## src/rtl/mem_port_arbiter.sv

```systemverilog
// Arbitrates one single-port RAM between the core's fetch and data ports.
// One access at a time, round-robin on ties, fixed read latency, one-cycle ack per access.
module mem_port_arbiter #(
    parameter int MEM_LAT = 2
) (
    input  logic        clk,
    input  logic        reset,
    input  logic        if_req,
    input  logic [31:0] if_addr,
    output logic [31:0] if_rdata,
    output logic        if_ack,
    input  logic        dm_req,
    input  logic        dm_we,
    input  logic [31:0] dm_addr,
    input  logic [31:0] dm_wdata,
    output logic [31:0] dm_rdata,
    output logic        dm_ack,
    output logic        mem_en,
    output logic        mem_we,
    output logic [31:0] mem_addr,
    output logic [31:0] mem_wdata,
    input  logic [31:0] mem_rdata,
    output logic        busy,
    output logic [1:0]  fsm_state
);

    // Handshake: a requester raises req and holds it (with stable address/data) until it
    // sees its one-cycle ack; req still high in the IDLE cycle after the ack is a new request.
    typedef enum logic [1:0] {
        IDLE  = 2'd0,
        ISSUE = 2'd1,
        WAIT  = 2'd2,
        RESP  = 2'd3
    } state_t;

    localparam logic [3:0] CNT_INIT = 4'(MEM_LAT - 1);

    state_t     state_q, state_d;
    logic [3:0] cnt_q;
    logic       last_dm_q;
    logic       grant_dm_q;
    logic       we_q;
    logic       start;
    logic       take_dm;

    always_comb begin
        state_d = state_q;
        start   = 1'b0;
        take_dm = 1'b0;
        case (state_q)
            IDLE: begin
                start   = if_req | dm_req;
                // On a tie the port that did not win last time gets the memory.
                take_dm = dm_req & (~if_req | ~last_dm_q);
                if (start) state_d = ISSUE;
            end
            ISSUE:   state_d = we_q ? RESP : WAIT;
            WAIT:    if (cnt_q == 4'd0) state_d = RESP;
            RESP:    state_d = IDLE;
            default: state_d = IDLE;
        endcase
    end

    always_ff @(posedge clk) begin
        if (reset) begin
            state_q    <= IDLE;
            cnt_q      <= 4'd0;
            last_dm_q  <= 1'b0;
            grant_dm_q <= 1'b0;
            we_q       <= 1'b0;
            if_rdata   <= 32'd0;
            if_ack     <= 1'b0;
            dm_rdata   <= 32'd0;
            dm_ack     <= 1'b0;
            mem_en     <= 1'b0;
            mem_we     <= 1'b0;
            mem_addr   <= 32'd0;
            mem_wdata  <= 32'd0;
        end else begin
            state_q <= state_d;
            mem_en  <= 1'b0;
            mem_we  <= 1'b0;
            if_ack  <= 1'b0;
            dm_ack  <= 1'b0;
            case (state_q)
                IDLE: begin
                    if (start) begin
                        grant_dm_q <= take_dm;
                        last_dm_q  <= take_dm;
                        we_q       <= take_dm & dm_we;
                        mem_en     <= 1'b1;
                        mem_we     <= take_dm & dm_we;
                        mem_addr   <= take_dm ? dm_addr : if_addr;
                        if (take_dm) mem_wdata <= dm_wdata;
                    end
                end
                ISSUE: begin
                    cnt_q <= CNT_INIT;
                    if (we_q) dm_ack <= 1'b1;
                end
                WAIT: begin
                    if (cnt_q != 4'd0) begin
                        cnt_q <= cnt_q - 4'd1;
                    end else if (grant_dm_q) begin
                        dm_rdata <= mem_rdata;
                        dm_ack   <= 1'b1;
                    end else begin
                        if_rdata <= mem_rdata;
                        if_ack   <= 1'b1;
                    end
                end
                default: ;
            endcase
        end
    end

    assign busy      = (state_q != IDLE);
    assign fsm_state = state_q;

endmodule
```

## config.mk

```make
export PLATFORM = sky130hd
export DESIGN_NAME = mem_port_arbiter
export DESIGN_NICKNAME = d
export VERILOG_FILES = /design/src/rtl/mem_port_arbiter.sv
export SDC_FILE = /design/constraint.sdc
export NUM_CORES = 1
export LEC_CHECK = 0
export BUFFER_PORTS_ARGS = -buffer_cell sky130_fd_sc_hd__buf_4
export CORE_ASPECT_RATIO = 0.5
export CORE_MARGIN = 5
export CORE_UTILIZATION = 30
export DETAILED_ROUTE_END_ITERATION = 10
export PLACE_DENSITY = 0.62
export SYNTH_ARGS = -nofsm -noshare
export SYNTH_HDL_FRONTEND = slang
export SYNTH_SLANG_ARGS = --single-unit
```

## constraint.sdc

```tcl
create_clock -name clk -period 1.7 [get_ports clk]
set_clock_uncertainty 0.15 [all_clocks]
set_input_delay 0 -clock clk [delete_from_list [all_inputs] [get_ports clk]]
set_output_delay 0 -clock clk [all_outputs]
set_load 0.01 [all_outputs]
```

==> results of run 1 <==
-- what timing repair did --
| item | CTS | global route |
|---|---|---|
| gates cloned | 0 | 9 |
| pin swaps | 0 | 4 |
| setup endpoints to repair | 57 | 115 |
| buffers inserted | 0 | 3 |
| gates resized for setup | 3 | 26 |
| hold endpoints to repair | 138 | 15 |
-- worst paths after layout --
path | endpoint | cells past startpoint | slack, ps
max | if_rdata[2] | 6 | 20
min reg2reg | dm_rdata[9] | 2 | 320
max reg2reg | if_rdata[2] | 6 | 20
min | cnt_q[1] | 2 | -280
-- layout by cell type, fill, tap and decap left out, types with 4 or more instances in the layout --
master and n:
o32ai_1 32, buf_4 284, dfxtp_2 4, clkbuf_16 25, inv_6 5, o21ai_0 127, nand3_1 100, a21oi_1 127
dlygate4sd3_1 132, bufinv_16 6, nor2_1 4, dfxtp_1 136, buf_12 10
-- metrics by stage --
step | worst slack [ps] | hold WS, ps | total power, mW | setup TNS [ps] | instances
2_1_floorplan | 8.95 | -2.30 | 6.54 | 0 | 655
3_3_place_gp | -176 | 115 | 8.69 | -5200 | 1114
3_5_place_dp | -194 | 122 | 8.74 | -5760 | 1114
4_1_cts | -0.397 | -292 | 13.4 | -0.427 | 1278
5_1_grt | -50.7 | -278 | 14.6 | -404 | 1289
6_report | 23.8 | -275 | 13.9 | 0 | 1289
-- flip-flops by register name, summed over array words and instances (netlist names) --
register,count
if_ack,1
mem_wdata,32
fsm_state,2
dm_ack,1
cnt_q,4
mem_addr,32
grant_dm_q,1
we_q,1
mem_en,1
mem_we,1
dm_rdata,32
if_rdata,32
-- layer usage --
metal | routed length [um] | vias up | share of wire, %
met1 | 9390 | 3243 | 41
li1 | - | 3185 | -
met2 | 11600 | 302 | 50
met5 | 0 | - | 0
met3 | 1420 | 63 | 6.2
met4 | 728 | 0 | 3.2
-- logic make-up (layout without fill, tap and decap cells) --
group | count (synthesis) | count (layout)
flip-flops | 140 | 140
AND/OR/NAND/NOR | 121 | 121
adder cells (fa/ha/maj) | 5 | 5
multiplexers | 3 | 3
buffers and inverters | 83 | 477
AO/OA/AOI/OAI | 303 | 303
-- layout make-up --
class / instances / area [um2]
sequential: 140 / 2810
clock inverter: 15 / 256
clock buffer: 17 / 425
timing repair inverter: 1 / 7.51
timing repair buffer: 436 / 3880
inverter: 8 / 33.8
fill: 1563 / 8110
tap: 240 / 300
multi-input combinational: 432 / 2490
-- power groups by stage --
stage | registers [mW] | clock network, mW | logic (mW)
global route | 4.27 | 4.58 | 5.79
global placement | 4.23 | 0 | 4.46
finish | 4.21 | 4.34 | 5.40
CTS | 4.18 | 4.42 | 4.78
detailed placement | 4.24 | 0 | 4.50
floorplan | 4.48 | 0 | 2.06
==> insert_results.sql, run 1 <==
INSERT INTO impl_metrics (metric_group, metric, value, unit) VALUES
('synth', 'synthDominantAreaCellType', 'dfxtp_1', ''),
('synth', 'yosysWarningCount', '0', ''),
('clocking', 'cts-buffers-inserted', '17', ''),
('synth', 'avgSynthCellArea', '8.48', 'um2'),
('die', 'core_area', '18300', 'um2'),
('critical_path', 'cpPeakStageDelay', '370', 'ps'),
('synth', 'synth_top_cells_by_area', 'dfxtp_1, o21ai_0, a21oi_1', ''),
('routing', 'drc', '0', ''),
('sta', 'period_share', '98.6', '%'),
('grt', 'global_route.usage.met2', '34.2', '%'),
('clocking', 'clk_pin_slew_worst_paths', '60', 'ps'),
('outcome', 'status', 'finished, violations left', ''),
('grt', 'first_pass_grt_wire_length', '34300', 'um'),
('sta', 'timing.slew.headroom', '32.5', '%'),
('synth', 'yosysUniqueCellTypes', '36', ''),
('clocking', 'cts_tree', 'built', ''),
('critical_path', 'critPathLaunch', 'fsm_state[0]', ''),
('die', 'effective_utilization_at_floorplan', '30.3', '%'),
('final_layout', 'final_util', '55.7', '%'),
('sta', 'hold_slack', '-275', 'ps'),
('outcome', 'violations', 'negative hold slack', ''),
('critical_path', 'cp.arrival', '1860', 'ps'),
('min_path', 'holdCritPathClass', 'in -> reg', ''),
('pwr', 'irDropWorstVdd', '0.931', 'mV'),
('synth', 'synth.top_cell.area_share', '50.5', '%'),
('critical_path', 'startpoint_type', 'flip-flop', ''),
('final_layout', 'nets', '1174', ''),
('clocking', 'cts_root_buffer', 'clkbuf_16', ''),
('synth', 'synth.net_count', '793', ''),
('pwr', 'power.share.switching', '34.1', '%'),
('pwr', 'sequentialPowerShare', '30.2', '%'),
('grt', 'gr-usage-met1', '22.8', '%'),
('sta', 'max_slew.worst_pin.slew', '1010', 'ps'),
('routing', 'detailedRoute.firstIterationViolations', '487', ''),
('grt', 'grtUsageTotal', '19.4', '%'),
('pwr', 'power_per_cell_area', '1370', 'nW/um2'),
('synth', 'synth_compound_area_share', '30.3', '%'),
('clocking', 'clockBufferDepth', '2', ''),
('critical_path', 'worstReg2RegStart', 'fsm_state[0]', ''),
('sta', 'final_period_minus_worst_setup_slack', '1680', 'ps'),
('final_layout', 'drive_gt1_share', '34.4', '%'),
('clocking', 'cts_sinks', '140', ''),
('routing', 'route.vias.total', '6793', ''),
('place', 'placed_cell_area', '7850', 'um2'),
('die', 'dieArea', '21500', 'um2'),
('synth', 'synthXorXnorAreaFrac', '0', '%'),
('synth', 'synthAdderAreaFrac', '1.13', '%'),
('job', 'drv_cap', '0', ''),
('final_layout', 'area_growth_syn_to_layout', '83.5', '%'),
('synth', 'synth-edff-count', '0', ''),
('synth', 'post_synth_most_frequent_cells', 'dfxtp_1, o21ai_0, a21oi_1', ''),
('sta', 'hold_viol', '15', ''),
('grt', 'maximum_number_of_pins_on_one_net_before_global_route_repair', '92', ''),
('routing', 'viasPerCell', '5.27', ''),
('routing', 'wl_per_cell', '17.9', 'um'),
('critical_path', 'crit_chain', 'inv_2 > ha_4 > and4bb_4 > buf_12 > nand3_1 > a21oi_1', ''),
('die', 'floorplan.die.height', '106', 'um'),
('critical_path', 'critical_path_required', '1880', 'ps'),
('die', 'io_pins', '268', ''),
('synth', 'synthSimpleGateAreaFrac', '11.3', '%'),
('routing', 'drt_wl_total', '23100', 'um'),
('critical_path', 'worstSetupEndpointType', 'flip-flop', ''),
('synth', 'mappedNetlistArea', '5560', 'um2'),
('place', 'placement.io_buffers', '267', ''),
('grt', 'grt.overflow.total', '0', ''),
('clocking', 'ctsHoldBuffers', '132', ''),
('critical_path', 'cp_top_family', 'simple AND/OR/NAND/NOR gates', ''),
('synth', 'combinational_family_with_the_most_area_after_synthesis', 'compound AO/OA/AOI/OAI gates', ''),
('pwr', 'power_frac_comb', '38.7', '%'),
('clocking', 'cts_max_level', '4', ''),
('clocking', 'insertion_delay_to_the_later_sink_of_the_worst_skew_pair', '410', 'ps');
(Power assumes the default switching activity.)
==> run 2: changes to the inputs <==
==> constraint.sdc (replaced) <==
create_clock -name clk -period 1.7 [get_ports clk]
set_clock_uncertainty 0.15 [all_clocks]
set_input_delay 0.085 -clock clk [delete_from_list [all_inputs] [get_ports clk]]
set_output_delay 0.085 -clock clk [all_outputs]
set_load 0.01 [all_outputs]
==> insert_results.sql, run 2 (synthesized netlist as in run 1, its figures left out) <==
INSERT INTO impl_metrics (metric_group, metric, value, unit) VALUES
('place', 'placement.io_buffers', '267', ''),
('final_layout', 'drive_gt1_share', '37.5', '%'),
('pwr', 'leakagePower', '4.20', 'nW'),
('sta', 'period_share', '100', '%'),
('job', 'drv_cap', '0', ''),
('place', 'dpl_ws', '-199', 'ps'),
('sta', 'timing.slew.headroom', '48.0', '%'),
('sta', 'achievable-frequency', '586', 'MHz'),
('sta', 'hold_viol', '0', ''),
('sta', 'setup_viol_count_final', '1', ''),
('die', 'effective_utilization_at_floorplan', '30.3', '%'),
('clocking', 'cts_sinks', '140', ''),
('sta', 'final_period_minus_worst_setup_slack', '1710', 'ps'),
('clocking', 'cts_tree', 'built', ''),
('min_path', 'holdCritPathClass', 'reg -> reg', ''),
('pwr', 'power_per_cell_area', '1340', 'nW/um2'),
('routing', 'route.vias.total', '6778', ''),
('die', 'core_area', '18300', 'um2'),
('final_layout', 'antenna_cells_inserted', '0', ''),
('die', 'dieArea', '21500', 'um2'),
('sta', 'timing.final.ws_setup', '-6.47', 'ps'),
('place', 'dp_hpwl', '13500', 'um'),
('final_layout', 'nets', '1180', ''),
('critical_path', 'worstSetupEndpointType', 'flip-flop', ''),
('critical_path', 'critical_path_required', '1840', 'ps'),
('pwr', 'post-layout-total-power', '13.8', 'mW'),
('sta', 'max_slew.worst_pin.slew', '778', 'ps'),
('sta', 'maxSlewViolCount', '0', ''),
('pwr', 'irDropWorstVdd', '0.866', 'mV'),
('critical_path', 'startpoint_type', 'flip-flop', ''),
('die', 'floorplan.die.height', '106', 'um'),
('final_layout', 'final_common_cell', 'buf_4', ''),
('routing', 'firstDrtPassIters', '5', ''),
('routing', 'detailedRoute.firstIterationViolations', '406', ''),
('final_layout', 'n_fill_cell', '1538', ''),
('routing', 'viasPerCell', '5.23', ''),
('routing', 'postRouteAntennaNets', '0', ''),
('critical_path', 'crit_path_max_fanout', '7', ''),
('clocking', 'cts_max_level', '4', ''),
('outcome', 'violations', 'negative setup slack', ''),
('final_layout', 'mostFrequentLayoutCells', 'buf_4, dfxtp_1, dlygate4sd3_1', ''),
('clocking', 'clockBufferDepth', '2', ''),
('clocking', 'cts_root_buffer', 'clkbuf_16', ''),
('grt', 'grtUsageTotal', '19.8', '%'),
('final_layout', 'multi_input_gate_area', '2660', 'um2'),
('critical_path', 'cp.arrival', '1850', 'ps'),
('sta', 'hold_slack', '323', 'ps'),
('clocking', 'clk_pin_slew_worst_paths', '60', 'ps'),
('final_layout', 'regArea', '2810', 'um2'),
('die', 'placementRows', '35', ''),
('sta', 'grt_setup_unrepaired', 'yes', ''),
('place', 'routabilityCongestion', '0.832', ''),
('critical_path', 'class_of_the_most_critical_setup_path', 'reg -> reg', ''),
('grt', 'initial_antenna_violation_count', '0', ''),
('die', 'die_span_x', '202', 'um'),
('outcome', 'status', 'finished, violations left', ''),
('clocking', 'cts-buffers-inserted', '17', ''),
('routing', 'drc', '0', ''),
('routing', 'wl_per_cell', '18.1', 'um'),
('grt', 'grt_pass1_vias', '6748', ''),
('routing', 'drt_wl_total', '23400', 'um'),
('die', 'io_pins', '268', ''),
('grt', 'grt.overflow.total', '0', ''),
('clocking', 'insertion_delay_to_the_later_sink_of_the_worst_skew_pair', '420', 'ps'),
('grt', 'maximum_number_of_pins_on_one_net_before_global_route_repair', '66', ''),
('final_layout', 'area_growth_syn_to_layout', '86.3', '%'),
('grt', 'first_pass_grt_wire_length', '34900', 'um');
-- run 2: cell count changes in the layout (fill, tap and decap cells not counted), moves of 2 or more --
cell / change
nand3_1: -17
clkinv_4: +3
nand3_4: +5
buf_4: +2
bufinv_16: -2
a21oi_1: -13
clkbuf_16: -2
nand3_2: +12
o21ai_0: -2
buf_6: +6
clkbuf_8: +2
inv_6: -4
o21ai_1: +2
a21oi_2: +13
-- run 2: where the power goes --
| group | total (mW) | internal, mW | switching (mW) |
|---|---|---|---|
| combinational | 5.55 | 2.57 | 2.98 |
| clock | 4.06 | 2.54 | 1.52 |
| sequential | 4.21 | 3.89 | 0.322 |
| total | 13.8 | 9.01 | 4.81 |
-- run 2: final timing paths --
check,slack (ps),depth (start not counted),start,endpoint
max,-6,5,cnt_q[1],fsm_state[0]
min,320,2,if_rdata[7],if_rdata[7]
max reg2reg,-6,5,cnt_q[1],fsm_state[0]
min reg2reg,320,2,if_rdata[7],if_rdata[7]
-- run 2: critical path, cell delays in order, from the launching register on --
cell and delay (ps):
dfxtp_2 330, inv_2 70, ha_4 140, or3b_1 460
a222oi_1 310, o32ai_1 120
-- run 2: cell type report --
| cell class | instances | share of cell area [%] |
|---|---|---|
| multi-input combinational | 433 | 25.7 |
| timing repair buffer | 442 | 37.8 |
| clock inverter | 13 | 1.83 |
| tap | 240 | 2.90 |
| clock buffer | 19 | 4.38 |
| sequential | 140 | 27.1 |
| inverter | 8 | 0.290 |
-- run 2: through the flow --
step | utilization, % | std cells | setup TNS (ps) | cell area [um2]
after floorplan | - | 655 | 0 | 5560
after CTS | 54.0 | 1282 | -92.4 | 9880
after global placement | 43.1 | 1117 | -5280 | 7890
after global routing | 56.5 | 1295 | -1150 | 10400
final | 56.5 | 1295 | -6.47 | 10400
after detailed placement | 43.1 | 1117 | -5070 | 7890
-- run 2: per-layer routing --
layer  GRT usage (%)  up-vias  wire length, um
met2            33.6      293            11600
met5               0        -                0
met1            23.7     3211             9490
met4            8.95        0              936
li1                -     3194                -
met3            5.06       80             1460
-- run 2: timing repair --
| item | 4_1_cts | 5_1_grt |
|---|---|---|
| resized for setup | 6 | 62 |
| hold endpoints to repair | 135 | 0 |
| setup endpoints to repair | 46 | 96 |
| pin swaps | 1 | 22 |
| cloned | 0 | 10 |
| hold buffers | 132 | 0 |
| setup buffers | 1 | 3 |
